$ cat src/rtl/hdmi_timing_gen_pkg.sv
// =============================================================================
// hdmi_timing_gen_pkg : shared widths, 1080p timing defaults and phase/state
//                       encodings for the raster timing generator.
// Revision: 1.0
// =============================================================================
`default_nettype none

package hdmi_timing_gen_pkg;

    localparam int HBW = 12;
    localparam int VBW = 11;
    localparam int PBW = 2;

    localparam int HDMI_H_ACTIVE = 1920;
    localparam int HDMI_H_FP     = 88;
    localparam int HDMI_H_SYNC   = 44;
    localparam int HDMI_H_BP     = 148;
    localparam int HDMI_V_ACTIVE = 1080;
    localparam int HDMI_V_FP     = 4;
    localparam int HDMI_V_SYNC   = 5;
    localparam int HDMI_V_BP     = 36;

    typedef enum logic [PBW-1:0] {
        PH_ACTIVE = 2'd0,
        PH_FP     = 2'd1,
        PH_SYNC   = 2'd2,
        PH_BP     = 2'd3
    } phase_e;

    typedef enum logic [0:0] {
        ST_IDLE = 1'b0,
        ST_RUN  = 1'b1
    } run_e;

endpackage

`default_nettype wire

$ cat src/rtl/hdmi_timing_gen_phase_counter.sv
// =============================================================================
// hdmi_phase_counter : one raster axis; counter plus ACTIVE/FP/SYNC/BP phase
//                      FSM, with next-state outputs so the parent can register
//                      its decoded syncs in step with the counter.
// Revision: 1.0
// =============================================================================
`default_nettype none

module hdmi_phase_counter
    import hdmi_timing_gen_pkg::*;
#(
    parameter int W      = HBW,
    parameter int ACTIVE = HDMI_H_ACTIVE,
    parameter int FP     = HDMI_H_FP,
    parameter int SYNC   = HDMI_H_SYNC,
    parameter int BP     = HDMI_H_BP
) (
    input  logic         clk_i,
    input  logic         rst_i,
    input  logic         advance_i,
    output logic [W-1:0] count_o,
    output logic [W-1:0] count_next_o,
    output phase_e       phase_next_o,
    output logic         wrap_o
);

    localparam int             TOTAL      = ACTIVE + FP + SYNC + BP;
    localparam logic [W-1:0]   C_ACT_END  = W'(ACTIVE - 1);
    localparam logic [W-1:0]   C_FP_END   = W'(ACTIVE + FP - 1);
    localparam logic [W-1:0]   C_SYNC_END = W'(ACTIVE + FP + SYNC - 1);
    localparam logic [W-1:0]   C_LAST     = W'(TOTAL - 1);

    logic [W-1:0] count_q, count_d;
    phase_e       phase_q, phase_d;

    always_ff @(posedge clk_i) begin
        if (rst_i) begin
            count_q <= '0;
            phase_q <= PH_ACTIVE;
        end else begin
            count_q <= count_d;
            phase_q <= phase_d;
        end
    end

    // Phase steps on the last count of the current phase, so the phase
    // register changes on the same edge as the counter crosses the boundary.
    always_comb begin
        count_d = count_q;
        phase_d = phase_q;
        if (advance_i) begin
            count_d = (count_q == C_LAST) ? '0 : count_q + W'(1);
            case (phase_q)
                PH_ACTIVE: if (count_q == C_ACT_END)  phase_d = PH_FP;
                PH_FP:     if (count_q == C_FP_END)   phase_d = PH_SYNC;
                PH_SYNC:   if (count_q == C_SYNC_END) phase_d = PH_BP;
                PH_BP:     if (count_q == C_LAST)     phase_d = PH_ACTIVE;
                default:                              phase_d = PH_ACTIVE;
            endcase
        end
    end

    assign count_o      = count_q;
    assign count_next_o = count_d;
    assign phase_next_o = phase_d;
    assign wrap_o       = advance_i && (count_q == C_LAST);

endmodule

`default_nettype wire

$ cat src/rtl/hdmi_timing_gen.sv
// =============================================================================
// hdmi_timing_gen : free-running raster timing generator (hs/vs/de, x/y,
//                   line/frame pulses). Optional frame counter is built when
//                   HDMI_TIMING_FRAME_CNT_EN is defined.
// Revision: 1.0
// =============================================================================
`default_nettype none

module hdmi_timing_gen
    import hdmi_timing_gen_pkg::*;
#(
    parameter int   H_ACTIVE = HDMI_H_ACTIVE,
    parameter int   H_FP     = HDMI_H_FP,
    parameter int   H_SYNC   = HDMI_H_SYNC,
    parameter int   H_BP     = HDMI_H_BP,
    parameter int   V_ACTIVE = HDMI_V_ACTIVE,
    parameter int   V_FP     = HDMI_V_FP,
    parameter int   V_SYNC   = HDMI_V_SYNC,
    parameter int   V_BP     = HDMI_V_BP,
    parameter logic HS_POL   = 1'b1,
    parameter logic VS_POL   = 1'b1
) (
    input  logic           clock_i,
    input  logic           reset_i,
    input  logic           enable_i,
    output logic           hs_o,
    output logic           vs_o,
    output logic           de_o,
    output logic [HBW-1:0] x_o,
    output logic [VBW-1:0] y_o,
    output logic           line_start_o,
`ifdef HDMI_TIMING_FRAME_CNT_EN
    output logic           frame_start_o,
    output logic [15:0]    frame_count_o
`else
    output logic           frame_start_o
`endif
);

    run_e           state_q, state_d;
    logic           running, run_next;
    logic [HBW-1:0] x_d;
    logic [VBW-1:0] y_d;
    phase_e         h_phase_d, v_phase_d;
    logic           h_wrap, v_wrap;
    logic           de_q, de_d, hs_q, hs_d, vs_q, vs_d;
    logic           ls_q, ls_d, fs_q, fs_d;

    assign running = (state_q == ST_RUN);

    hdmi_phase_counter #(
        .W(HBW), .ACTIVE(H_ACTIVE), .FP(H_FP), .SYNC(H_SYNC), .BP(H_BP)
    ) u_h_cnt (
        .clk_i        (clock_i),
        .rst_i        (reset_i),
        .advance_i    (running),
        .count_o      (x_o),
        .count_next_o (x_d),
        .phase_next_o (h_phase_d),
        .wrap_o       (h_wrap)
    );

    hdmi_phase_counter #(
        .W(VBW), .ACTIVE(V_ACTIVE), .FP(V_FP), .SYNC(V_SYNC), .BP(V_BP)
    ) u_v_cnt (
        .clk_i        (clock_i),
        .rst_i        (reset_i),
        .advance_i    (h_wrap),
        .count_o      (y_o),
        .count_next_o (y_d),
        .phase_next_o (v_phase_d),
        .wrap_o       (v_wrap)
    );

    always_ff @(posedge clock_i) begin
        if (reset_i) begin
            state_q <= ST_IDLE;
            de_q    <= 1'b0;
            hs_q    <= ~HS_POL;
            vs_q    <= ~VS_POL;
            ls_q    <= 1'b0;
            fs_q    <= 1'b0;
        end else begin
            state_q <= state_d;
            de_q    <= de_d;
            hs_q    <= hs_d;
            vs_q    <= vs_d;
            ls_q    <= ls_d;
            fs_q    <= fs_d;
        end
    end

    // Enable is only honoured at frame boundaries once running; outputs are
    // decoded from next-state so they land on the same edge as x/y.
    always_comb begin
        state_d = state_q;
        case (state_q)
            ST_IDLE: if (enable_i)            state_d = ST_RUN;
            ST_RUN:  if (v_wrap && !enable_i) state_d = ST_IDLE;
            default:                          state_d = ST_IDLE;
        endcase
        run_next = (state_d == ST_RUN);
        de_d     = run_next && (h_phase_d == PH_ACTIVE) && (v_phase_d == PH_ACTIVE);
        hs_d     = (run_next && (h_phase_d == PH_SYNC)) ? HS_POL : ~HS_POL;
        vs_d     = (run_next && (v_phase_d == PH_SYNC)) ? VS_POL : ~VS_POL;
        ls_d     = run_next && (x_d == '0);
        fs_d     = ls_d && (y_d == '0);
    end

    assign hs_o          = hs_q;
    assign vs_o          = vs_q;
    assign de_o          = de_q;
    assign line_start_o  = ls_q;
    assign frame_start_o = fs_q;

`ifdef HDMI_TIMING_FRAME_CNT_EN
    logic [15:0] frame_count_q;

    always_ff @(posedge clock_i) begin
        if (reset_i) begin
            frame_count_q <= '0;
        end else if (fs_d) begin
            frame_count_q <= frame_count_q + 16'd1;
        end
    end

    assign frame_count_o = frame_count_q;
`endif

endmodule

`default_nettype wire

$ cat config.mk
export PLATFORM = sky130hd
export DESIGN_NAME = hdmi_timing_gen
export DESIGN_NICKNAME = d
export VERILOG_FILES = /design/src/rtl/hdmi_timing_gen_pkg.sv /design/src/rtl/hdmi_timing_gen_phase_counter.sv /design/src/rtl/hdmi_timing_gen.sv
export SDC_FILE = /design/constraint.sdc
export NUM_CORES = 1
export LEC_CHECK = 0
export CAP_MARGIN = 20
export CORE_ASPECT_RATIO = 0.8
export CORE_MARGIN = 1.5
export CORE_UTILIZATION = 54
export DETAILED_ROUTE_END_ITERATION = 8
export PLACE_DENSITY = 0.89
export SKIP_LAST_GASP = 1
export SLEW_MARGIN = 30
export SYNTH_ARGS = -nofsm -noshare
export SYNTH_HDL_FRONTEND = slang
export SYNTH_SLANG_ARGS = --single-unit
$ cat constraint.sdc
create_clock -name clock_i -period 2.5 [get_ports clock_i]
set_input_delay 0.25 -clock clock_i [delete_from_list [all_inputs] [get_ports clock_i]]
set_output_delay 0.25 -clock clock_i [all_outputs]
set_load 0.01 [all_outputs]
==> impl_metrics.yaml, run 1 <==
min_path:
  holdPathStages: 2
  hold_path.class: "flop to flop"
power:
  ir_worst_vdd_mv: 0.369
  pwr_density_cell_mw_per_mm2: 413
  power.static_leakage_nw: 0.831
synth:
  ys_types: 51
  postSynthRegisterBits: 33
  synthCells: 246
  synth_commonest_cells: "sky130_fd_sc_hd__dfxtp_1, sky130_fd_sc_hd__nor2_1, sky130_fd_sc_hd__a21oi_1, sky130_fd_sc_hd__nor3_1, sky130_fd_sc_hd__nand2_1"
  top_count_cell_post_synth: "sky130_fd_sc_hd__dfxtp_1"
  post-synth-top-area-cell: "sky130_fd_sc_hd__dfxtp_1"
  count_of_flip_flops_with_a_built_in_enable_after_synthesis: 0
  synthDominantCellAreaShare_pct: 32.7
  synth_async_sr_flop_share_pct: 0
  syn_nets: 252
  yosys-top-cells-area: "sky130_fd_sc_hd__dfxtp_1, sky130_fd_sc_hd__nor2_1, sky130_fd_sc_hd__a21oi_1"
  synth.yosys.warnings: 0
  synth_area_mm2: 0.00202
  seq_area_frac_synth_pct: 32.7
  synth_top_flop_cell: "sky130_fd_sc_hd__dfxtp_1"
  synth_area_per_cell_um2: 8.20
sta:
  period_needed_ns: 2.24
  worst_slew_pin_slew_ns: 0.444
  setup-tns-final_ns: 0
  final_hold_violation_count: 0
  setup_repair_after_global_routing_missed_its_margin: "false"
  setup_slack_ns: 0.258
  clock.fmax_ghz: 0.446
  report.final.setup_viol: 0
  finalMaxSlewViolations: 0
  holdWs_ns: 0.541
  skew_ns: 0.00992
  post-route-period-util_pct: 89.7
  timing.slew.headroom_pct: 70.4
clocking:
  cts_tree: "yes"
  ctsRootBufferMaster: "sky130_fd_sc_hd__clkbuf_8"
  path_clk_slew_ns: 0.07
  clock_insertion_delay_at_the_later_pin_of_the_skew_report_ns: 0.30
  cts_max_level: 2
  cts_buffer_depth: 2
  tritoncts.num_buffers: 5
  ctsHoldBuffers: 0
  clock_sink_count: 33
final_layout:
  layout-drive-gt1-share_pct: 11.4
  nNetsFinal: 286
  num-fill-cells: 288
  syn2layout_area_growth_pct: 21.6
  num_antenna_cells: 0
  final_cell_count_no_fill: 322
  final_area_mm2: 0.00245
run_status:
  outcome: "completed"
floorplan:
  boundaryPins: 31
  start_util_pct: 57.8
  placementRows: 19
  die-height_um: 57.7
  die_w_um: 71.4
  die_area_mm2: 0.00412
  placeableCoreArea_mm2: 0.00349
detailed_routing:
  wirelength_mm: 5.01
  vias: 2000
  drt_pre_antenna_iters: 5
  post_drt_wl_per_cell_um: 15.6
  detail-route-antenna-nets: 0
  route.detailed.vias_per_inst: 6.21
  dr.first_iter.drc_count: 256
  count_of_unresolved_drc_violations_after_routing: 0
global_route:
  grt_max_degree: 28
  grt_usage_pct: 26.2
  antenna_found_initial: 0
  grt_pass1_vias: 1736
  grt_first_pass_wirelength_mm: 8.42
  global_route.overflow_total: 0
setup_path:
  critical_path.max_fanout: 9
  worstPathArrival_ns: 2.48
  startpoint_type: "flop"
  required_ns: 2.74
  end_kind: "flop"
  r2r.worst_path.cells: 7
  critPathKind: "flop to flop"
placement:
  detailedPlacementHpwl_mm: 3.54
  place.gp.congestion: 0.981
  port_buffers: 30
  post_dp_cell_area_mm2: 0.00236
  placedCellCount: 315
  placement.setup.worst_slack_ns: 0.173
flow_run:
  max_capacitance_violation_count: 0
[kinds of logic (layout without fill, tap and decap cells)]
group	count (synthesis)	after routing	share of synthesized area, %
flops	33	33	32.7
mux	1	1	0.558
xor+xnor	10	10	4.34
simple gates	127	127	38.4
buf+inv	23	57	6.51
compound gates	49	49	15.6
fa+ha+maj	3	3	1.86
[path summary, 6_finish.rpt]
kind / startpoint / end / slack, ns
min reg2reg: u_h_cnt.count_o[1] / u_h_cnt.count_o[1] / 0.54
min: u_h_cnt.count_o[1] / u_h_cnt.count_o[1] / 0.54
max reg2reg: u_h_cnt.count_o[1] / frame_start_o / 0.26
max: u_h_cnt.count_o[1] / frame_start_o / 0.26
[flip-flops by register name, indices dropped and copies added (netlist names)]
| name | cells |
|---|---|
| line_start_o | 1 |
| u_v_cnt.count_o | 11 |
| running | 1 |
| vs_o | 1 |
| hs_o | 1 |
| u_v_cnt.phase_q | 2 |
| frame_start_o | 1 |
| u_h_cnt.phase_q | 2 |
| de_o | 1 |
| u_h_cnt.count_o | 12 |
[final cells by class]
cell class	count	area, um2	area share [%]
clock inverters	1	7.51	0.306
multi-input cells	190	1230	50.0
repair buffers	43	398	16.2
clock buffers	6	82.6	3.36
flip-flops and latches	33	661	26.9
inverters	7	26.3	1.07
well taps	42	52.6	2.14
[cell usage in the layout (no fill, tap or decap), types with 4 or more instances in the layout]
cell type / count
sky130_fd_sc_hd__a21oi_1: 18
sky130_fd_sc_hd__and2_1: 6
sky130_fd_sc_hd__and4_1: 9
sky130_fd_sc_hd__o21ai_0: 11
sky130_fd_sc_hd__buf_4: 13
sky130_fd_sc_hd__xor2_1: 4
sky130_fd_sc_hd__nor3_1: 17
sky130_fd_sc_hd__nand4_1: 4
sky130_fd_sc_hd__nand2_1: 14
sky130_fd_sc_hd__inv_1: 6
sky130_fd_sc_hd__xnor2_1: 6
sky130_fd_sc_hd__nor2_1: 26
sky130_fd_sc_hd__nor4_1: 4
sky130_fd_sc_hd__clkbuf_8: 6
sky130_fd_sc_hd__nand2b_1: 4
sky130_fd_sc_hd__or3_1: 4
sky130_fd_sc_hd__clkdlybuf4s50_1: 30
sky130_fd_sc_hd__nand3_1: 12
sky130_fd_sc_hd__dfxtp_1: 33
[worst max-delay path, stage by stage, from the launching register on]
cell and delay [ns]:
sky130_fd_sc_hd__dfxtp_1 0.41, sky130_fd_sc_hd__ha_1 0.20, sky130_fd_sc_hd__and3_2 0.29, sky130_fd_sc_hd__nand4_2 0.16, sky130_fd_sc_hd__nor3b_1 0.26, sky130_fd_sc_hd__mux2_2 0.38, sky130_fd_sc_hd__nor4_1 0.26, sky130_fd_sc_hd__and4_1 0.22
[per-stage QoR]
stage / total power [mW] / utilization, %
floorplan: 0.579 / -
global placement: 0.606 / 67.6
detailed placement: 0.607 / 67.6
CTS: 1.02 / 70.2
global route: 1.04 / 70.2
finish: 1.01 / 70.2
[routing by layer]
layer | GRT usage (%) | up-vias | wire length [um]
li1 | - | 974 | -
met1 | 39.6 | 913 | 2390
met2 | 36.5 | 106 | 2140
met3 | 6.09 | 7 | 424
met4 | 8.89 | 0 | 59
met5 | 0 | - | 0
[report_power, final]
part | leakage [nW] | total (mW) | switching (mW) | internal [mW]
clock network | 0.0433 | 0.418 | 0.201 | 0.217
registers | 0.267 | 0.537 | 0.00377 | 0.533
logic | 0.520 | 0.0588 | 0.0307 | 0.0281
[what timing repair did]
| action | CTS | global route |
|---|---|---|
| gates resized for setup | 0 | 1 |
| setup endpoints to repair | 0 | 3 |
| buffers inserted | 0 | 0 |
Power figures use the tool's default switching activity.
==> run 2, diff against run 1 <==
- SLEW_MARGIN: 30 -> 5
==> results of run 2 <==
No change in the layout: final DEF, timing and power equal those of run 1.
==> run 3, diff against run 2 <==
- clock period: 2.5 -> 2.4 ns (I/O delays scaled with it)
==> run 3 against run 2 <==
Against the previous run: global-route usage down 0.094 points; utilization up 1.3 points; clock skew down 0.0049 ns; first-iteration DRC count down 23%; routed wire length up 4.0%; cell count up 2.5%; critical endpoint unchanged; largest power group unchanged.
==> impl_metrics.yaml, run 3 (synthesis gave the netlist of run 1 again) <==
detailed_routing:
  drt_pre_antenna_iters: 4
  route.detailed.vias_per_inst: 6.21
  wirelength_mm: 5.21
  post_drt_wl_per_cell_um: 15.8
  count_of_unresolved_drc_violations_after_routing: 0
  dr.first_iter.drc_count: 198
  detail-route-antenna-nets: 0
  vias: 2050
setup_path:
  timing.critical_path.slowest_stage_cell: "sky130_fd_sc_hd__dfxtp_1"
  critPathKind: "flop to flop"
  critPathLaunch: "u_v_cnt.count_o[0]"
  critical_path_depth: 8
  worstReg2RegEnd: "frame_start_o"
  capturing_instance_or_port_of_the_critical_path: "frame_start_o"
  reg2reg_slack_ns: 0.19
  required_ns: 2.58
  worst_path_dominant_cell_family: "simple AND/OR/NAND/NOR gates"
  critPathMaxStageDelay_ns: 0.47
  startpoint_type: "flop"
  number_of_buffer_and_inverter_instances_along_the_worst_setup_path: 1
  end_kind: "flop"
  worstPathArrival_ns: 2.39
  critical_path.cell_chain: "inv_1, ha_1, and4b_1, and4b_1, or4_1, o211ai_1, nor4_1, and4_1"
  critPathMostFrequentCell: "sky130_fd_sc_hd__and4b_1"
  critical_path.max_fanout: 9
  r2r.worst_path.cells: 8
  worstReg2RegStart: "u_v_cnt.count_o[0]"
placement:
  port_buffers: 30
  placedCellCount: 322
  detailedPlacementHpwl_mm: 3.79
  place.gp.congestion: 0.950
sta:
  final_hold_violation_count: 0
  report.final.setup_viol: 0
  worst_slew_pin_slew_ns: 0.430
  setup-tns-final_ns: 0
  post-route-period-util_pct: 92.2
  finalMaxSlewViolations: 0
  skew_ns: 0.00502
  setup_repair_after_global_routing_missed_its_margin: "false"
  clock.fmax_ghz: 0.452
  period_needed_ns: 2.21
  timing.slew.headroom_pct: 71.3
global_route:
  grt_max_degree: 28
  grt_usage_pct: 26.1
  antenna_found_initial: 0
  global_route.overflow_total: 0
  grt_pass1_vias: 1792
  grt_first_pass_wirelength_mm: 8.47
flow_run:
  max_capacitance_violation_count: 0
floorplan:
  die_area_mm2: 0.00412
  die_w_um: 71.4
  placeableCoreArea_mm2: 0.00349
  start_util_pct: 57.8
  die-height_um: 57.7
  boundaryPins: 31
  placementRows: 19
clocking:
  clock_sink_count: 33
  cts_max_level: 2
  cts_buffer_depth: 2
  tritoncts.num_buffers: 5
  ctsHoldBuffers: 0
  path_clk_slew_ns: 0.07
  post-cts-setup-buffer-count: 0
  ctsRootBufferMaster: "sky130_fd_sc_hd__clkbuf_8"
  clock_insertion_delay_at_the_later_pin_of_the_skew_report_ns: 0.28
  cts-resized-gates: 0
  cts_tree: "yes"
final_layout:
  largest_reg_flops: 12
  layout-drive-gt1-share_pct: 13.2
  syn2layout_area_growth_pct: 23.8
  final_cell_count_no_fill: 330
  mostFrequentLayoutCells: "sky130_fd_sc_hd__dfxtp_1, sky130_fd_sc_hd__clkdlybuf4s50_1, sky130_fd_sc_hd__nor2_1, sky130_fd_sc_hd__buf_4, sky130_fd_sc_hd__a21oi_1"
  nNetsFinal: 293
  most_frequent_standard_cell_in_the_layout_excluding_fill_and_tap_cells: "sky130_fd_sc_hd__dfxtp_1"
  num-fill-cells: 287
  num_antenna_cells: 0
power:
  power.static_leakage_nw: 0.870
  pwr_density_cell_mw_per_mm2: 411
  ir_worst_vdd_mv: 0.374
run_status:
  outcome: "completed"
min_path:
  hold_path.class: "flop to flop"
==> run 3: worst min path at each step <==
stage / cells after the start / start / to / slack (ns)
finish: 2 / u_v_cnt.count_o[5] / u_v_cnt.count_o[5] / 0.57
global route: 2 / u_v_cnt.count_o[4] / u_v_cnt.count_o[4] / 0.60
CTS: 2 / u_v_cnt.count_o[5] / u_v_cnt.count_o[5] / 0.57
detailed placement: 2 / u_v_cnt.count_o[5] / u_v_cnt.count_o[5] / 0.56
global placement: 3 / u_h_cnt.phase_q[0] / u_h_cnt.phase_q[1] / 0.55
floorplan: 2 / enable_i / running / 0.38
==> run 3: final cells by class <==
cell class | instances | area (um2) | share of cell area, %
Multi-Input combinational cell | 190 | 1230 | 49.1
Sequential cell | 33 | 661 | 26.4
Timing Repair Buffer | 50 | 450 | 18.0
Clock buffer | 6 | 72.6 | 2.90
Tap cell | 42 | 52.6 | 2.10
Inverter | 7 | 26.3 | 1.05
Clock inverter | 2 | 10.0 | 0.401
==> run 3: metrics by stage <==
step | power (mW) | worst slack (ns) | util (%) | cell area [um2] | hold slack [ns]
floorplan | 0.603 | 0.156 | - | 2020 | 0.383
global placement | 0.632 | 0.299 | 69.1 | 2420 | 0.552
detailed placement | 0.634 | 0.227 | 69.1 | 2420 | 0.558
CTS | 1.03 | 0.214 | 71.5 | 2500 | 0.566
global route | 1.05 | 0.0634 | 71.5 | 2500 | 0.600
finish | 1.03 | 0.188 | 71.5 | 2500 | 0.569
==> run 3: tightest hold or removal path, stage by stage (launching register included) <==
cell and delay [ns]:
sky130_fd_sc_hd__dfxtp_1 0.36, sky130_fd_sc_hd__nor2_1 0.12, sky130_fd_sc_hd__nor3_1 0.05
==> run 3: per-layer routing <==
layer  track usage (%)  wire [um]  vias up
met2              37.3       2250       88
li1                  -          -      989
met5                 0          0        -
met4              8.09         76        0
met1              39.2       2540      961
met3              5.74        342       12
==> run 3: power breakdown <==
part | total, mW | leakage, nW | internal, mW | switching, mW
registers | 0.558 | 0.267 | 0.555 | 0.00287
clock network | 0.405 | 0.0450 | 0.201 | 0.204
logic | 0.0640 | 0.558 | 0.0304 | 0.0337
